$ cat src/rtl/quad_encoder_counter_pkg.sv
// Shared decode definitions for the quadrature encoder counter.
// Latency: none (types, constants and pure functions only).
// Backpressure: not applicable.
//
// Contents: transition classification enum, the Gray up-count successor
// table and a classifier built on that table.
package quad_pkg;

  typedef enum logic [1:0] {
    IDLE,
    UP,
    DOWN,
    ILLEGAL
  } trans_e;

  // Up-count successor of each AB code, packed 2 bits per entry and indexed
  // by the current code: 00->01, 01->11, 11->10, 10->00.
  localparam logic [7:0] GRAY_UP_NEXT = 8'b10_00_11_01;

  function automatic logic [1:0] gray_up_next(input logic [1:0] ab);
    return GRAY_UP_NEXT[{ab, 1'b0} +: 2];
  endfunction

  // A step is UP when cur follows prev in the up sequence and DOWN when prev
  // follows cur; anything else that differs is a two-bit jump.
  function automatic trans_e classify(input logic [1:0] prev_ab,
                                      input logic [1:0] cur_ab);
    trans_e t;
    t = ILLEGAL;
    if (cur_ab == prev_ab) begin
      t = IDLE;
    end else if (cur_ab == gray_up_next(prev_ab)) begin
      t = UP;
    end else if (prev_ab == gray_up_next(cur_ab)) begin
      t = DOWN;
    end
    return t;
  endfunction

endpackage

$ cat src/rtl/quad_encoder_counter_input_filter.sv
// Synchronises one asynchronous encoder phase and rejects short pulses.
// Latency: filt_o follows a held raw_i change FILTER_LEN+2 clock edges after first sampling.
// Backpressure: none; free-running.
//
// Ports:
//   clk_i  in  1  clock
//   rst_i  in  1  asynchronous active-high reset
//   raw_i  in  1  asynchronous phase input
//   filt_o out 1  synchronised, glitch-filtered phase
module quad_input_filter #(
  parameter int FILTER_LEN = 3
) (
  input  logic clk_i,
  input  logic rst_i,
  input  logic raw_i,
  output logic filt_o
);

  localparam int CNT_W = $clog2(FILTER_LEN + 1);

  logic             meta_q;
  logic             sync_q;
  logic             filt_q, filt_d;
  logic [CNT_W-1:0] cnt_q, cnt_d;

  // The synchronised value is a single bit, so any change of it either makes
  // it equal to filt_q (count cleared below) or starts a new disagreement from
  // a count that is already zero. No separate previous-value flop is needed
  // to restart the count.
  always_comb begin
    cnt_d  = '0;
    filt_d = filt_q;
    if (sync_q != filt_q) begin
      if (cnt_q + CNT_W'(1) == CNT_W'(FILTER_LEN)) begin
        filt_d = sync_q;
      end else begin
        cnt_d = cnt_q + CNT_W'(1);
      end
    end
  end

  always_ff @(posedge clk_i or posedge rst_i) begin
    if (rst_i) begin
      meta_q <= 1'b0;
      sync_q <= 1'b0;
      filt_q <= 1'b0;
      cnt_q  <= '0;
    end else begin
      meta_q <= raw_i;
      sync_q <= meta_q;
      filt_q <= filt_d;
      cnt_q  <= cnt_d;
    end
  end

  assign filt_o = filt_q;

endmodule

$ cat src/rtl/quad_encoder_counter.sv
// Quadrature encoder reader: filtered A/B decode into a click-scaled position.
// Latency: COUNT/STEP update FILTER_LEN+3 edges after the first edge sampling a new A/B level.
// Backpressure: none; inputs are sampled every cycle, STEP is a one-cycle strobe.
//
// Ports:
//   CLOCK, RESET        clock and asynchronous active-high reset
//   A, B                asynchronous encoder phases
//   CLEAR, LOAD         synchronous clear / load of position (CLEAR wins)
//   LOAD_VALUE          click value for LOAD, clamped to MAX_CLICKS
//   COUNT               position in clicks
//   DIR, STEP           direction of last accepted edge, count-change strobe
//   ERROR, ERROR_CLR    sticky two-bit-jump flag and its clear (set wins)
//   VELOCITY            signed edges per window (only with QUAD_VELOCITY_EN)
// Build option: define QUAD_VELOCITY_EN to add WINDOW_CYCLES and VELOCITY.
module quad_encoder_counter
  import quad_pkg::*;
#(
  parameter int COUNT_W    = 8,
  parameter int EDGES_LOG2 = 2,
  parameter int FILTER_LEN = 3,
  parameter int MAX_CLICKS = 255,
  parameter int WRAP       = 0
`ifdef QUAD_VELOCITY_EN
  ,
  parameter int WINDOW_CYCLES = 1 << 20
`endif
) (
  input  logic               CLOCK,
  input  logic               RESET,
  input  logic               A,
  input  logic               B,
  input  logic               CLEAR,
  input  logic               LOAD,
  input  logic [COUNT_W-1:0] LOAD_VALUE,
  output logic [COUNT_W-1:0] COUNT,
  output logic               DIR,
  output logic               STEP,
  output logic               ERROR,
  input  logic               ERROR_CLR
`ifdef QUAD_VELOCITY_EN
  ,
  output logic signed [COUNT_W+EDGES_LOG2-1:0] VELOCITY
`endif
);

  localparam int TW = COUNT_W + EDGES_LOG2;
  localparam logic [COUNT_W-1:0] MAX_C     = COUNT_W'(MAX_CLICKS);
  // Highest edge total reachable by counting up in saturate mode.
  localparam logic [TW-1:0]      MAX_TOTAL = TW'(MAX_CLICKS << EDGES_LOG2);
  // Last edge of the top click; wrap mode cycles through 0..WRAP_TOP.
  localparam logic [TW-1:0]      WRAP_TOP  =
    TW'((MAX_CLICKS << EDGES_LOG2) + (1 << EDGES_LOG2) - 1);

  logic          a_filt, b_filt;
  logic [1:0]    ab_cur;
  logic [1:0]    ab_prev_q;
  trans_e        trans;

  logic [TW-1:0]      total_q, total_d;
  logic [COUNT_W-1:0] load_clicks;
  logic [TW-1:0]      load_total;
  logic               dir_q, dir_d;
  logic               step_q, step_d;
  logic               error_q, error_d;

  quad_input_filter #(.FILTER_LEN(FILTER_LEN)) u_filt_a (
    .clk_i  (CLOCK),
    .rst_i  (RESET),
    .raw_i  (A),
    .filt_o (a_filt)
  );

  quad_input_filter #(.FILTER_LEN(FILTER_LEN)) u_filt_b (
    .clk_i  (CLOCK),
    .rst_i  (RESET),
    .raw_i  (B),
    .filt_o (b_filt)
  );

  assign ab_cur      = {a_filt, b_filt};
  assign trans       = classify(ab_prev_q, ab_cur);
  assign load_clicks = (LOAD_VALUE > MAX_C) ? MAX_C : LOAD_VALUE;
  assign load_total  = TW'(load_clicks) << EDGES_LOG2;

  always_comb begin
    total_d = total_q;
    dir_d   = dir_q;
    step_d  = 1'b0;
    error_d = error_q;

    if (ERROR_CLR) begin
      error_d = 1'b0;
    end
    if (trans == ILLEGAL) begin
      error_d = 1'b1;
    end

    // An edge coinciding with CLEAR/LOAD is dropped entirely, DIR included.
    if (CLEAR) begin
      total_d = '0;
    end else if (LOAD) begin
      total_d = load_total;
    end else if (trans == UP) begin
      dir_d = 1'b1;
      if (WRAP != 0) begin
        total_d = (total_q >= WRAP_TOP) ? '0 : total_q + TW'(1);
      end else begin
        total_d = (total_q >= MAX_TOTAL) ? total_q : total_q + TW'(1);
      end
      step_d = (total_d[TW-1:EDGES_LOG2] != total_q[TW-1:EDGES_LOG2]);
    end else if (trans == DOWN) begin
      dir_d = 1'b0;
      if (total_q == '0) begin
        total_d = (WRAP != 0) ? WRAP_TOP : total_q;
      end else begin
        total_d = total_q - TW'(1);
      end
      step_d = (total_d[TW-1:EDGES_LOG2] != total_q[TW-1:EDGES_LOG2]);
    end
  end

  always_ff @(posedge CLOCK or posedge RESET) begin
    if (RESET) begin
      ab_prev_q <= 2'b00;
      total_q   <= '0;
      dir_q     <= 1'b0;
      step_q    <= 1'b0;
      error_q   <= 1'b0;
    end else begin
      ab_prev_q <= ab_cur;
      total_q   <= total_d;
      dir_q     <= dir_d;
      step_q    <= step_d;
      error_q   <= error_d;
    end
  end

  assign COUNT = total_q[TW-1:EDGES_LOG2];
  assign DIR   = dir_q;
  assign STEP  = step_q;
  assign ERROR = error_q;

`ifdef QUAD_VELOCITY_EN
  // Velocity reflects physical motion: every legal decoded edge counts, even
  // when saturation blocks it or CLEAR/LOAD discards it from the position.
  localparam int WIN_W = (WINDOW_CYCLES > 1) ? $clog2(WINDOW_CYCLES) : 1;
  localparam logic [TW-1:0] ACC_ONE = TW'(1);
  localparam logic [TW-1:0] ACC_MAX = {1'b0, {(TW-1){1'b1}}};
  localparam logic [TW-1:0] ACC_MIN = {1'b1, {(TW-1){1'b0}}};

  logic [WIN_W-1:0] win_q, win_d;
  logic [TW-1:0]    acc_q, acc_d, acc_step;
  logic [TW-1:0]    vel_q, vel_d;

  always_comb begin
    acc_step = acc_q;
    if (trans == UP && acc_q != ACC_MAX) begin
      acc_step = acc_q + ACC_ONE;
    end else if (trans == DOWN && acc_q != ACC_MIN) begin
      acc_step = acc_q - ACC_ONE;
    end
    win_d = win_q + WIN_W'(1);
    acc_d = acc_step;
    vel_d = vel_q;
    if (win_q == WIN_W'(WINDOW_CYCLES - 1)) begin
      win_d = '0;
      acc_d = '0;
      vel_d = acc_step;
    end
  end

  always_ff @(posedge CLOCK or posedge RESET) begin
    if (RESET) begin
      win_q <= '0;
      acc_q <= '0;
      vel_q <= '0;
    end else begin
      win_q <= win_d;
      acc_q <= acc_d;
      vel_q <= vel_d;
    end
  end

  assign VELOCITY = vel_q;
`endif

endmodule

$ cat config.mk
export PLATFORM = sky130hd
export DESIGN_NAME = quad_encoder_counter
export DESIGN_NICKNAME = d
export VERILOG_FILES = /design/src/rtl/quad_encoder_counter_pkg.sv /design/src/rtl/quad_encoder_counter_input_filter.sv /design/src/rtl/quad_encoder_counter.sv
export SDC_FILE = /design/constraint.sdc
export NUM_CORES = 1
export LEC_CHECK = 0
export ABC_AREA = 1
export CORE_AREA = 5 5 72 74
export DETAILED_ROUTE_END_ITERATION = 7
export DIE_AREA = 0 0 77 79
export MAX_ROUTING_LAYER = met4
export PLACE_DENSITY_LB_ADDON = 0.3
export SLEW_MARGIN = 20
export SYNTH_ARGS = -nofsm -noshare
export SYNTH_HDL_FRONTEND = slang
export SYNTH_SLANG_ARGS = --single-unit
$ cat constraint.sdc
create_clock -name CLOCK -period 3.6 [get_ports CLOCK]
set_clock_uncertainty 0.1 [all_clocks]
set_input_delay 0.72 -clock CLOCK [delete_from_list [all_inputs] [get_ports CLOCK]]
set_output_delay 0.72 -clock CLOCK [all_outputs]
set_load 0.01 [all_outputs]
==> results.md <==
* Max-cap violations at 0
* Filler Cells Inserted at between 400 and 500
* P&R area growth vs syn at 12.5%
* Worst path required time at 3.67 ns
* R2R depth at 12
* Antenna cells at 0
* Initial antenna violation count at 0
* Vias in the first global route at 1,531
* CORE AREA at 4540 sq um
* Htree depth at 1
* TritonCTS clock tree: yes
* Cell Rows at 25
* Relative slew slack at 37.3%
* Synth top area cells: dfrtp_1, nand2_1, nand3_1
* Power density over the cells at 1010 nW/um^2
* Finished Layout Cells at 332
* Setup Fix Bufs, Post-CTS at 0
* Hold Path Sink: u_filt_b.sync_q
* DR vias/cell at between 4 and 5
* DR vias at roughly 1,600
* Worst-skew pair later-pin latency at 0.27 ns
* CP Capture Type: flop
* Final setup fails at 0
* Ys Warns at 0
* Total nets after synthesis at 283
* Die W at about 77 um
* WS Path Type: reg -> reg
* DR pass1 iterations at 4
* Mapped cell area at about 1900 sq um
* Worst hold start: u_filt_b.meta_q
* Routability congestion estimate at 0.903
* Reg2reg end: total_q[9]
* First-pass GRT wire length at 7.09 mm
* Final WL at 4.24 mm
* Longest Clk Path Bufs at 2
* Unrepaired setup endpoints after global routing: no
* Total GRT Usage at 14.6%
* Most numerous cell in the Yosys netlist: nand2_1
* Cts repair resizes at 0
* Dpl cells at 328
* Nets at 299
* Peak VDD IR at 513 uV
* Synth async-reset ratio at 100%
* Arr. time, crit path at 2.63 ns
* Share of layout cells above drive strength 1 at 12.2%
* Post-synth EDFFs at 0
* Initial DRC Count at 107
* Seq/Total Area, Yosys at 32.6%
* Die area at 6080 sq um
* Post-route antenna net violation count at 0
* Pleak at 1.10 nW
* DR WL/cell at 12.8 um
* Worst Hold Class: reg -> reg
* PortBufs at 25
* Reg2reg start: u_filt_a.filt_o
* Initial Util at 42.3%
* Post-synth cell types at 32
* Syn Area/Cell at about 7.3 sq um
* DRC at 0
* Final min period at 2.56 ns
* Largest area contributor in the netlist: dfrtp_1
* Post-synth top area share at between 30% and 40%
* Largest net degree at the start of global routing at 26
* CTS clk-pin slew, worst paths at 0.09 ns
* Worst Max-Slew Pin Slew at roughly 0.94 ns
* Ports at 26
* Hold path cells at 0
* Setup total negative slack at 0 ns
* CTS Buf Count at 3
* Gate Count Post-Synth at 263
* Startpoint Class: flop
* Fin. Hold Viols at 0
* Most instantiated cells after synthesis: nand2_1, inv_1, dfrtp_1
* # hold bufs at CTS at 0
* Final Max Slew Viols at 0
* DP HPWL at approximately 3.2 mm
* Clock Sink Count at 25
* Top_reg_cell synth: dfrtp_1
* Worst Path Max Fanout at 11
* R2r setup slk at between 1 and 1.5 ns
* Status: finished, final reports clean
* Crit share post-route at 71.0%
* Die Y at just under 80 um
* GR Overflow Total at 0
* Clk Tree Root Cell: clkbuf_8
* Flops & latches, synth at 25
* Max Freq at 0.391 GHz
* WHS at 0.263 ns
-- worst max-delay path, cell delays in order (launching register included) --
cell and delay [ns]:
dfrtp_1 0.45, xnor2_1 0.21, or2_2 0.14, nand2_1 0.06, inv_1 0.09, ha_1 0.47, clkinv_1 0.46, nand2_4 0.21
inv_1 0.05, nand3_1 0.06, nand3_1 0.06, nand2_1 0.06, nand2_1 0.04
-- sequential cells by signal, summed over array words and instances, names as in the netlist --
register,cells
u_filt_a.meta_q,1
ab_prev_q,2
u_filt_a.cnt_q,2
total_q,10
u_filt_b.filt_o,1
DIR,1
u_filt_b.sync_q,1
STEP,1
u_filt_a.sync_q,1
u_filt_b.meta_q,1
ERROR,1
u_filt_b.cnt_q,2
u_filt_a.filt_o,1
-- worst max-delay path by stage --
stage | cells after the start | slack, ns | start | endpoint
floorplan | 11 | 1.70 | u_filt_b.filt_o | total_q[0]
global placement | 12 | 1.19 | u_filt_a.filt_o | total_q[9]
detailed placement | 12 | 1.10 | u_filt_a.filt_o | total_q[9]
CTS | 12 | 1.04 | u_filt_a.filt_o | total_q[9]
global route | 12 | 0.77 | u_filt_a.filt_o | total_q[9]
finish | 12 | 1.04 | u_filt_a.filt_o | total_q[9]
-- per-layer routing --
| layer | vias to the layer above | global-route usage [%] | part of all wire, % |
|---|---|---|---|
| li1 | 846 | - | - |
| met1 | 750 | 18.6 | 46 |
| met2 | 43 | 23.9 | 47 |
| met3 | 9 | 2.04 | 4.4 |
| met4 | 0 | 5.50 | 2.6 |
| met5 | - | - | 0 |
-- cell usage in the layout, fill, tap and decap left out, drive strengths merged --
cell           synthesis  routed
or2                    2       2
nor2                  18      18
dfrtp                 25      25
mux2i                  2       2
clkdlybuf4s50          0      25
inv                   35      35
ha                     5       5
a21oi                  4       4
nand2                 92      92
o211ai                 1       1
o21ai                 14      14
nand4                  6       6
clkbuf                 1       4
o21bai                 1       1
nor3                   7       7
clkinv                 2       2
nand3                 25      25
xnor2                  6       6
xor2                   4       4
-- logic make-up after synthesis --
| kind of cell | share of synthesized area (%) |
|---|---|
| AND/OR/NAND/NOR | 39.1 |
| multiplexers | 1.04 |
| buffers and inverters | 13.7 |
| AO/OA/AOI/OAI | 5.67 |
| adder cells (fa/ha/maj) | 3.26 |
| XOR/XNOR | 4.57 |
| flip-flops | 32.6 |
-- through the flow --
| step | setup slack (ns) | instance area (sq um) | total power, mW | util (%) |
|---|---|---|---|---|
| 6_report | 1.04 | 2160 | 2.18 | 47.6 |
| 5_1_grt | 0.774 | 2160 | 2.41 | 47.6 |
| 4_1_cts | 1.04 | 2160 | 2.20 | 47.6 |
| 3_5_place_dp | 1.10 | 2110 | 2.02 | 46.6 |
| 3_3_place_gp | 1.19 | 2110 | 1.99 | 46.6 |
| 2_1_floorplan | 1.70 | 1920 | 1.76 | - |
-- where the power goes --
group | switching, mW | internal [mW] | leakage, nW
Combinational | 0.915 | 0.581 | 0.759
Clock | 0.0870 | 0.0792 | 0.0228
Sequential | 0.137 | 0.375 | 0.318
Total | 1.14 | 1.04 | 1.10
-- area by class of cell --
cell class	count	area [sq um]	area share (%)
sequential	25	626	29.0
multi-input combinational	187	1030	47.7
tap	54	67.6	3.13
clock buffer	4	45.0	2.09
timing repair buffer	25	250	11.6
inverter	37	140	6.49
No activity file was read; power rests on OpenSTA's default activity.
